--- src/rtl/exc_arbiter_pkg.sv ---
// Package: exc_arbiter_pkg
// Shared definitions for the MEM-stage exception arbiter: CP0 exception codes,
// bit positions inside the EX->MEM cause-flag vector, FSM state encoding,
// the MEM-stage context record and a small EPC helper.
package exc_arbiter_pkg;

   typedef enum logic [4:0] {
      EC_INT  = 5'h00,
      EC_ADEL = 5'h04,
      EC_ADES = 5'h05,
      EC_SYS  = 5'h08,
      EC_BP   = 5'h09,
      EC_RI   = 5'h0A,
      EC_OV   = 5'h0C,
      EC_NONE = 5'h10,
      EC_ERET = 5'h11
   } exc_code_t;

   // Cause-flag vector layout: {adel_if, ri, ov, sys, bp, eret, mem_err}
   localparam int unsigned EXC_FLAGS = 7;
   localparam int unsigned F_MEM_ERR = 0;
   localparam int unsigned F_ERET    = 1;
   localparam int unsigned F_BP      = 2;
   localparam int unsigned F_SYS     = 3;
   localparam int unsigned F_OV      = 4;
   localparam int unsigned F_RI      = 5;
   localparam int unsigned F_ADEL_IF = 6;

   typedef enum logic {
      IDLE  = 1'b0,
      FLUSH = 1'b1
   } state_t;

   typedef struct packed {
      logic                 valid;
      logic [31:0]          pc;
      logic                 in_delay;
      logic [EXC_FLAGS-1:0] exc;
      logic                 mem_we;
      logic [31:0]          mem_addr;
   } mem_ctx_t;

   // Delay-slot instructions restart at the branch, one word earlier.
   function automatic logic [31:0] epc_of(input logic [31:0] pc, input logic in_delay);
      return in_delay ? pc - 32'd4 : pc;
   endfunction

endpackage

--- src/rtl/exc_arbiter_if.sv ---
// Interface: exc_arbiter_if
// Bundles the EX->MEM instruction context, CP0 status/cause/interrupt inputs
// and the arbiter's CP0-facing outputs.
//  master : pipeline/CP0 side (drives ex_*, stall, status, cause, interrupts)
//  slave  : exc_arbiter side (drives int_o, exc_*, in_delay_o, mem_kill_o, flush_busy_o)
interface exc_arbiter_if;
   import exc_arbiter_pkg::*;

   logic                 stall_i;
   logic                 ex_valid_i;
   logic [31:0]          ex_pc_i;
   logic                 ex_in_delay_i;
   logic [EXC_FLAGS-1:0] ex_exc_i;
   logic                 ex_mem_we_i;
   logic [31:0]          ex_mem_addr_i;
   logic [31:0]          status_i;
   logic [31:0]          cause_i;
   logic                 int_time_i;
   logic [5:0]           int_hw_i;

   logic [5:0]           int_o;
   logic [4:0]           exc_code_o;
   logic [31:0]          exc_epc_o;
   logic [31:0]          exc_badvaddr_o;
   logic                 in_delay_o;
   logic                 mem_kill_o;
   logic                 flush_busy_o;

   modport master (
      output stall_i, ex_valid_i, ex_pc_i, ex_in_delay_i, ex_exc_i,
             ex_mem_we_i, ex_mem_addr_i, status_i, cause_i, int_time_i, int_hw_i,
      input  int_o, exc_code_o, exc_epc_o, exc_badvaddr_o, in_delay_o,
             mem_kill_o, flush_busy_o
   );

   modport slave (
      input  stall_i, ex_valid_i, ex_pc_i, ex_in_delay_i, ex_exc_i,
             ex_mem_we_i, ex_mem_addr_i, status_i, cause_i, int_time_i, int_hw_i,
      output int_o, exc_code_o, exc_epc_o, exc_badvaddr_o, in_delay_o,
             mem_kill_o, flush_busy_o
   );

endinterface

--- src/rtl/exc_arbiter_int_sync.sv ---
// Module: exc_arbiter_int_sync
// Multi-flop synchroniser for asynchronous interrupt lines.
//  clk  in  clock
//  rst  in  asynchronous, active-low reset (clears the whole chain)
//  d    in  WIDTH raw asynchronous inputs
//  q    out WIDTH inputs delayed by STAGES clocks
module exc_arbiter_int_sync
   import exc_arbiter_pkg::*;
#(
   parameter int unsigned WIDTH  = 6,
   parameter int unsigned STAGES = 2
) (
   input  logic             clk,
   input  logic             rst,
   input  logic [WIDTH-1:0] d,
   output logic [WIDTH-1:0] q
);

   // Stage 0 occupies the low WIDTH bits; the oldest sample sits at the top.
   logic [STAGES*WIDTH-1:0] chain;

   always_ff @(posedge clk or negedge rst) begin
      if (!rst) begin
         chain <= '0;
      end else begin
         chain <= {chain[(STAGES-1)*WIDTH-1:0], d};
      end
   end

   assign q = chain[STAGES*WIDTH-1 -: WIDTH];

endmodule

--- src/rtl/exc_arbiter.sv ---
// Module: exc_arbiter
// MEM-stage exception/interrupt arbiter feeding CP0. Registers the EX->MEM
// context, synchronises hardware interrupts, picks the highest-priority cause
// and drives CP0's exc_* / int_i inputs, then drops in-flight MEM slots for
// FLUSH_CYCLES cycles while CP0 redirects the PC.
//  clk  in  clock
//  rst  in  asynchronous, active-low reset
//  bus  slave modport of exc_arbiter_if:
//       in : stall_i, ex_valid_i, ex_pc_i, ex_in_delay_i, ex_exc_i, ex_mem_we_i,
//            ex_mem_addr_i, status_i, cause_i, int_time_i, int_hw_i
//       out: int_o, exc_code_o, exc_epc_o, exc_badvaddr_o, in_delay_o,
//            mem_kill_o, flush_busy_o
module exc_arbiter
   import exc_arbiter_pkg::*;
#(
   parameter int unsigned FLUSH_CYCLES = 2,
   parameter int unsigned SYNC_STAGES  = 2
) (
   input  logic          clk,
   input  logic          rst,
   exc_arbiter_if.slave  bus
);

   localparam logic [2:0] CNT_LOAD = 3'(FLUSH_CYCLES - 1);

   mem_ctx_t   mem;
   state_t     state;
   logic [2:0] cnt;
   logic       flush_busy;
   logic [5:0] int_q;
   logic [7:0] ip;
   logic       int_take;
   exc_code_t  code;
   logic [31:0] badvaddr;

   exc_arbiter_int_sync #(
      .WIDTH  (6),
      .STAGES (SYNC_STAGES)
   ) u_int_sync (
      .clk (clk),
      .rst (rst),
      .d   (bus.int_hw_i),
      .q   (int_q)
   );

   // MEM register. While flushing, valid is cleared even under stall so no
   // stale instruction survives into the following IDLE period.
   always_ff @(posedge clk or negedge rst) begin
      if (!rst) begin
         mem <= '0;
      end else if (!bus.stall_i) begin
         mem.valid    <= bus.ex_valid_i && (state == IDLE);
         mem.pc       <= bus.ex_pc_i;
         mem.in_delay <= bus.ex_in_delay_i;
         mem.exc      <= bus.ex_exc_i;
         mem.mem_we   <= bus.ex_mem_we_i;
         mem.mem_addr <= bus.ex_mem_addr_i;
      end else if (state == FLUSH) begin
         mem.valid <= 1'b0;
      end
   end

   assign ip       = {int_q[5] | bus.int_time_i, int_q[4:0], bus.cause_i[9:8]};
   assign int_take = (|(ip & bus.status_i[15:8])) && bus.status_i[0] && !bus.status_i[1];

   always_comb begin
      code     = EC_NONE;
      badvaddr = '0;
      if (mem.valid && !bus.stall_i && (state == IDLE)) begin
         if (int_take) begin
            code = EC_INT;
         end else if (mem.exc[F_ADEL_IF]) begin
            code     = EC_ADEL;
            badvaddr = mem.pc;
         end else if (mem.exc[F_RI]) begin
            code = EC_RI;
         end else if (mem.exc[F_OV]) begin
            code = EC_OV;
         end else if (mem.exc[F_SYS]) begin
            code = EC_SYS;
         end else if (mem.exc[F_BP]) begin
            code = EC_BP;
         end else if (mem.exc[F_ERET]) begin
            code = EC_ERET;
         end else if (mem.exc[F_MEM_ERR]) begin
            code     = mem.mem_we ? EC_ADES : EC_ADEL;
            badvaddr = mem.mem_addr;
         end
      end
   end

   // FLUSH length counts down regardless of stall.
   always_ff @(posedge clk or negedge rst) begin
      if (!rst) begin
         state      <= IDLE;
         cnt        <= '0;
         flush_busy <= 1'b0;
      end else begin
         case (state)
            IDLE: begin
               if (code != EC_NONE) begin
                  state      <= FLUSH;
                  cnt        <= CNT_LOAD;
                  flush_busy <= 1'b1;
               end
            end
            FLUSH: begin
               if (cnt == '0) begin
                  state      <= IDLE;
                  flush_busy <= 1'b0;
               end else begin
                  cnt <= cnt - 3'd1;
               end
            end
            default: begin
               state      <= IDLE;
               flush_busy <= 1'b0;
            end
         endcase
      end
   end

   assign bus.int_o          = int_q;
   assign bus.exc_code_o     = code;
   assign bus.exc_epc_o      = epc_of(mem.pc, mem.in_delay);
   assign bus.exc_badvaddr_o = badvaddr;
   assign bus.in_delay_o     = (code != EC_NONE) && mem.in_delay;
   assign bus.mem_kill_o     = mem.valid && ((|mem.exc) || int_take || (state == FLUSH));
   assign bus.flush_busy_o   = flush_busy;

endmodule

--- src/flat_wrapper.sv ---
// flat-port wrapper written by rule: the top's interface ports become plain ports
module exc_arbiter_flat import exc_arbiter_pkg::*;
#(
   parameter int unsigned FLUSH_CYCLES = 2,
   parameter int unsigned SYNC_STAGES  = 2
)
  (clk, rst, bus_stall_i, bus_ex_valid_i, bus_ex_pc_i, bus_ex_in_delay_i, bus_ex_exc_i, bus_ex_mem_we_i, bus_ex_mem_addr_i, bus_status_i, bus_cause_i, bus_int_time_i, bus_int_hw_i, bus_int_o, bus_exc_code_o, bus_exc_epc_o, bus_exc_badvaddr_o, bus_in_delay_o, bus_mem_kill_o, bus_flush_busy_o);
  exc_arbiter_if bus_i ();
  input  logic clk;
  input  logic rst;
  input wire logic [$bits(bus_i.stall_i)-1:0] bus_stall_i;
  input wire logic [$bits(bus_i.ex_valid_i)-1:0] bus_ex_valid_i;
  input wire logic [$bits(bus_i.ex_pc_i)-1:0] bus_ex_pc_i;
  input wire logic [$bits(bus_i.ex_in_delay_i)-1:0] bus_ex_in_delay_i;
  input wire logic [$bits(bus_i.ex_exc_i)-1:0] bus_ex_exc_i;
  input wire logic [$bits(bus_i.ex_mem_we_i)-1:0] bus_ex_mem_we_i;
  input wire logic [$bits(bus_i.ex_mem_addr_i)-1:0] bus_ex_mem_addr_i;
  input wire logic [$bits(bus_i.status_i)-1:0] bus_status_i;
  input wire logic [$bits(bus_i.cause_i)-1:0] bus_cause_i;
  input wire logic [$bits(bus_i.int_time_i)-1:0] bus_int_time_i;
  input wire logic [$bits(bus_i.int_hw_i)-1:0] bus_int_hw_i;
  output wire logic [$bits(bus_i.int_o)-1:0] bus_int_o;
  output wire logic [$bits(bus_i.exc_code_o)-1:0] bus_exc_code_o;
  output wire logic [$bits(bus_i.exc_epc_o)-1:0] bus_exc_epc_o;
  output wire logic [$bits(bus_i.exc_badvaddr_o)-1:0] bus_exc_badvaddr_o;
  output wire logic [$bits(bus_i.in_delay_o)-1:0] bus_in_delay_o;
  output wire logic [$bits(bus_i.mem_kill_o)-1:0] bus_mem_kill_o;
  output wire logic [$bits(bus_i.flush_busy_o)-1:0] bus_flush_busy_o;
  assign bus_i.stall_i = bus_stall_i;
  assign bus_i.ex_valid_i = bus_ex_valid_i;
  assign bus_i.ex_pc_i = bus_ex_pc_i;
  assign bus_i.ex_in_delay_i = bus_ex_in_delay_i;
  assign bus_i.ex_exc_i = bus_ex_exc_i;
  assign bus_i.ex_mem_we_i = bus_ex_mem_we_i;
  assign bus_i.ex_mem_addr_i = bus_ex_mem_addr_i;
  assign bus_i.status_i = bus_status_i;
  assign bus_i.cause_i = bus_cause_i;
  assign bus_i.int_time_i = bus_int_time_i;
  assign bus_i.int_hw_i = bus_int_hw_i;
  assign bus_int_o = bus_i.int_o;
  assign bus_exc_code_o = bus_i.exc_code_o;
  assign bus_exc_epc_o = bus_i.exc_epc_o;
  assign bus_exc_badvaddr_o = bus_i.exc_badvaddr_o;
  assign bus_in_delay_o = bus_i.in_delay_o;
  assign bus_mem_kill_o = bus_i.mem_kill_o;
  assign bus_flush_busy_o = bus_i.flush_busy_o;
  exc_arbiter #(.FLUSH_CYCLES(FLUSH_CYCLES), .SYNC_STAGES(SYNC_STAGES)) u_core (.clk(clk), .rst(rst), .bus(bus_i));
endmodule
--- config.mk ---
export PLATFORM = sky130hd
export DESIGN_NAME = exc_arbiter_flat
export DESIGN_NICKNAME = d
export VERILOG_FILES = /design/src/rtl/exc_arbiter_pkg.sv /design/src/rtl/exc_arbiter_if.sv /design/src/rtl/exc_arbiter_int_sync.sv /design/src/rtl/exc_arbiter.sv /design/src/flat_wrapper.sv
export SDC_FILE = /design/constraint.sdc
export NUM_CORES = 1
export LEC_CHECK = 0
export CAP_MARGIN = 20
export CORE_MARGIN = 1.5
export CORE_UTILIZATION = 44
export CTS_CLUSTER_DIAMETER = 40
export CTS_CLUSTER_SIZE = 30
export DETAILED_ROUTE_END_ITERATION = 10
export PLACE_DENSITY = 0.87
export SYNTH_ARGS = -nofsm -noshare
export SYNTH_HDL_FRONTEND = slang
export SYNTH_SLANG_ARGS = --single-unit
--- constraint.sdc ---
create_clock -name clk -period 2.95 [get_ports clk]
set_input_delay 0.4425 -clock clk [delete_from_list [all_inputs] [get_ports clk]]
set_output_delay 0.4425 -clock clk [all_outputs]
set_load 0.05 [all_outputs]
==> flow_summary.yaml <==
status:
  status: "completed"
critical_path:
  cp_data_required_time_ps: 2510
  setup.worst_path.class: "flop to primary output"
  crit_fanout: 12
  worstPathArrival_ps: 2400
  endpoint_kind: "primary output"
  critPathLaunchType: "flop"
global_route:
  grt_pass1_vias: 3914
  grt_use_total_pct: 22.5
  grt_pass1_wl_um: 19500
  grt_max_degree: 75
  grt_remaining_overflow: 0
  antenna_found_initial: 0
clock_tree:
  cts.sinks: 91
  hold_buffers: 0
  numCtsBuffers: 9
  cts.clk_slew.worst_paths_ps: 90
  clk_latency_ps: 350
  cts_tree: "done"
  clock_path_buffers: 2
  clock-root-buffer: "clkbuf_8"
  htreeDepth: 3
sta:
  relSlewSlack_pct: 34.4
  post-route-min-period_ps: 2840
  finalClockSkew_ps: 5.84
  timing.fmax_mhz: 352
  worst_slack_ps: 112
  rsz0062_at_grt: "true"
  period_share_pct: 96.2
  maxSlewViolCount: 0
  hold_viol: 0
  worstMarginPinSlew_ps: 984
  setup_viol: 0
  setup_tns_ps: 0
pwr:
  power.internal_w: 0.00240
  p_leak_nw: 2.93
  power_density_nw_per_um2: 506
  power_w: 0.00365
  irDropWorstVdd_uv: 359
  seqPwrFrac_pct: 41.9
  power_frac_clock_pct: 23.4
  p_sw_w: 0.00125
  comb_power_share_pct: 34.8
  swShare_pct: 34.3
logic_synthesis:
  synthDominantCellAreaShare_pct: 50.2
  synth_nets: 541
  synth_area_um2: 4540
  ys_types: 43
  synth-edff-count: 0
  ys_top_cells_by_area: "dfrtp_1 50%, mux2_2 18%, a22oi_1 5.6%, xnor2_1 3.9%, nor2_1 3.5%"
  synth-main-ff-cell: "dfrtp_1"
  yosys_warnings: 0
  syn_area_per_cell_um2: 11.6
  synth-seq-cells: 91
  synth_largest_area_cell: "dfrtp_1"
  async_flop_share_pct: 100
  syn_inst: 390
  synth-seq-area-share_pct: 50.2
cells_and_area:
  stdcell_area_um2: 7220
  fillers: 637
  drive_gt1_share_pct: 32.4
  area_growth_pct: 59.3
  final_cell_mix: "108 x clkdlybuf4s50_1, 91 x dfrtp_1, 73 x mux2_2, 61 x buf_12, 38 x nor2_1"
  n_antenna_cell: 0
  final_nets: 704
  multiInputGateArea_um2: 2140
  final_common_cell: "clkdlybuf4s50_1"
  seq_area_um2: 2280
drt:
  drt-initial-drc-count: 139
  via_per_inst: 5.35
  drtAntennaViolNets: 0
  drc: 0
  firstDrtPassIters: 4
  via_count: 3697
  wl_per_cell_um: 17.5
  wirelength_um: 12100
hold_path:
  hold_path_class: "input pin to asynchronous set/reset pin"
die:
  ios: 226
  dieArea_um2: 10900
  initial_utilization_pct: 46.0
  die_h_um: 105
  die_w_um: 105
  placement_rows: 36
  core_um2: 9860
place:
  place_congestion: 0.838
  io_buffers: 173
  dpl_cell_area_um2: 6930
  pre_cts_slack_ps: 69.6
  dp_hpwl_um: 8860
flow_run:
  maxCapViolCount: 0
final timing paths:
check                           cells past startpoint                                    end  slack (ps)                                  from
worst max-delay path                                5                      bus_exc_epc_o[25]         110            u_core.mem[56]$_DFFE_PN0N_
worst min-delay path                                1             u_core.mem[34]$_DFFE_PN0N_          80                                   rst
worst max register to register                      4              u_core.cnt[2]$_DFFE_PN0P_        1180            u_core.mem[36]$_DFFE_PN0N_
worst min register to register                      0  u_core.u_int_sync.chain[11]$_DFF_PN0_         360  u_core.u_int_sync.chain[5]$_DFF_PN0_
max in group asynchronous                           2             u_core.mem[44]$_DFFE_PN0N_        2200                                   rst
min in group clk                                    0  u_core.u_int_sync.chain[11]$_DFF_PN0_         360  u_core.u_int_sync.chain[5]$_DFF_PN0_
layer usage:
layer	vias up	global-route usage [%]	part of all wire (%)
met5	-	0	0
met4	0	4.46	1.1
met3	13	7.24	7.2
met2	137	40.5	54
met1	1838	26.0	38
li1	1709	-	-
through the flow:
stage / std cells / hold WS, ps / utilization (%)
after floorplan: 390 / 147 / -
after global placement: 673 / 333 / 70.3
after detailed placement: 673 / 339 / 70.3
after CTS: 689 / 83.2 / 72.3
after global routing: 691 / 106 / 73.2
final: 691 / 77.8 / 73.2
Yosys cell counts (all sizes together) (3+ instances only):
cell type,count
a22oi,34
inv,8
nor4,4
buf,13
nor3,8
clkbuf,18
nor2b,3
nand3b,4
nor2,42
or4,5
nor3b,4
mux2,73
o21ai,3
nand4b,4
nand2,12
dfrtp,91
xnor2,20
xor2,9
nand3,9
ha,3
power groups by stage:
stage	registers (W)	logic, W	clock network, W
CTS	0.00152	0.00127	0.000882
global placement	0.00154	0.00123	0
floorplan	0.00153	0.000686	0
global route	0.00155	0.00135	0.000926
detailed placement	0.00155	0.00126	0
finish	0.00153	0.00127	0.000854
critical path: stages, from the launching register on:
cell      delay [ps]
dfrtp_1          450
or4_4            570
and4bb_4         440
nand3_1          130
xnor2_1          280
buf_12           180
state kept, by name, summed over array words and instances (netlist names):
signal,flops
u_core.cnt,3
u_core.state,1
u_core.bus.flush_busy_o,1
u_core.mem,74
u_core.u_int_sync.chain,12
what timing repair did:
| item | in CTS | in global routing |
|---|---|---|
| setup endpoints to repair | 2 | 17 |
| buffers inserted | 0 | 2 |
| pin swaps | 0 | 3 |
| gates resized for setup | 1 | 14 |
cell type report:
| type | count | area share (%) |
|---|---|---|
| inverter | 8 | 0.416 |
| tap | 133 | 2.30 |
| sequential | 91 | 31.5 |
| clock buffer | 9 | 1.71 |
| clock inverter | 7 | 1.06 |
| timing repair buffer | 183 | 33.4 |
| multi-input combinational | 260 | 29.6 |
cells by family after synthesis:
group                      share of synthesized area, %
buffers and inverters                              4.22
DFF                                                50.2
adders and majority gates                         0.828
and+or+nand+nor                                    12.6
muxes                                              18.6
xor gates and xnor gates                           5.60
AOI/OAI and AO/OA                                  8.03
(Power assumes the default switching activity.)
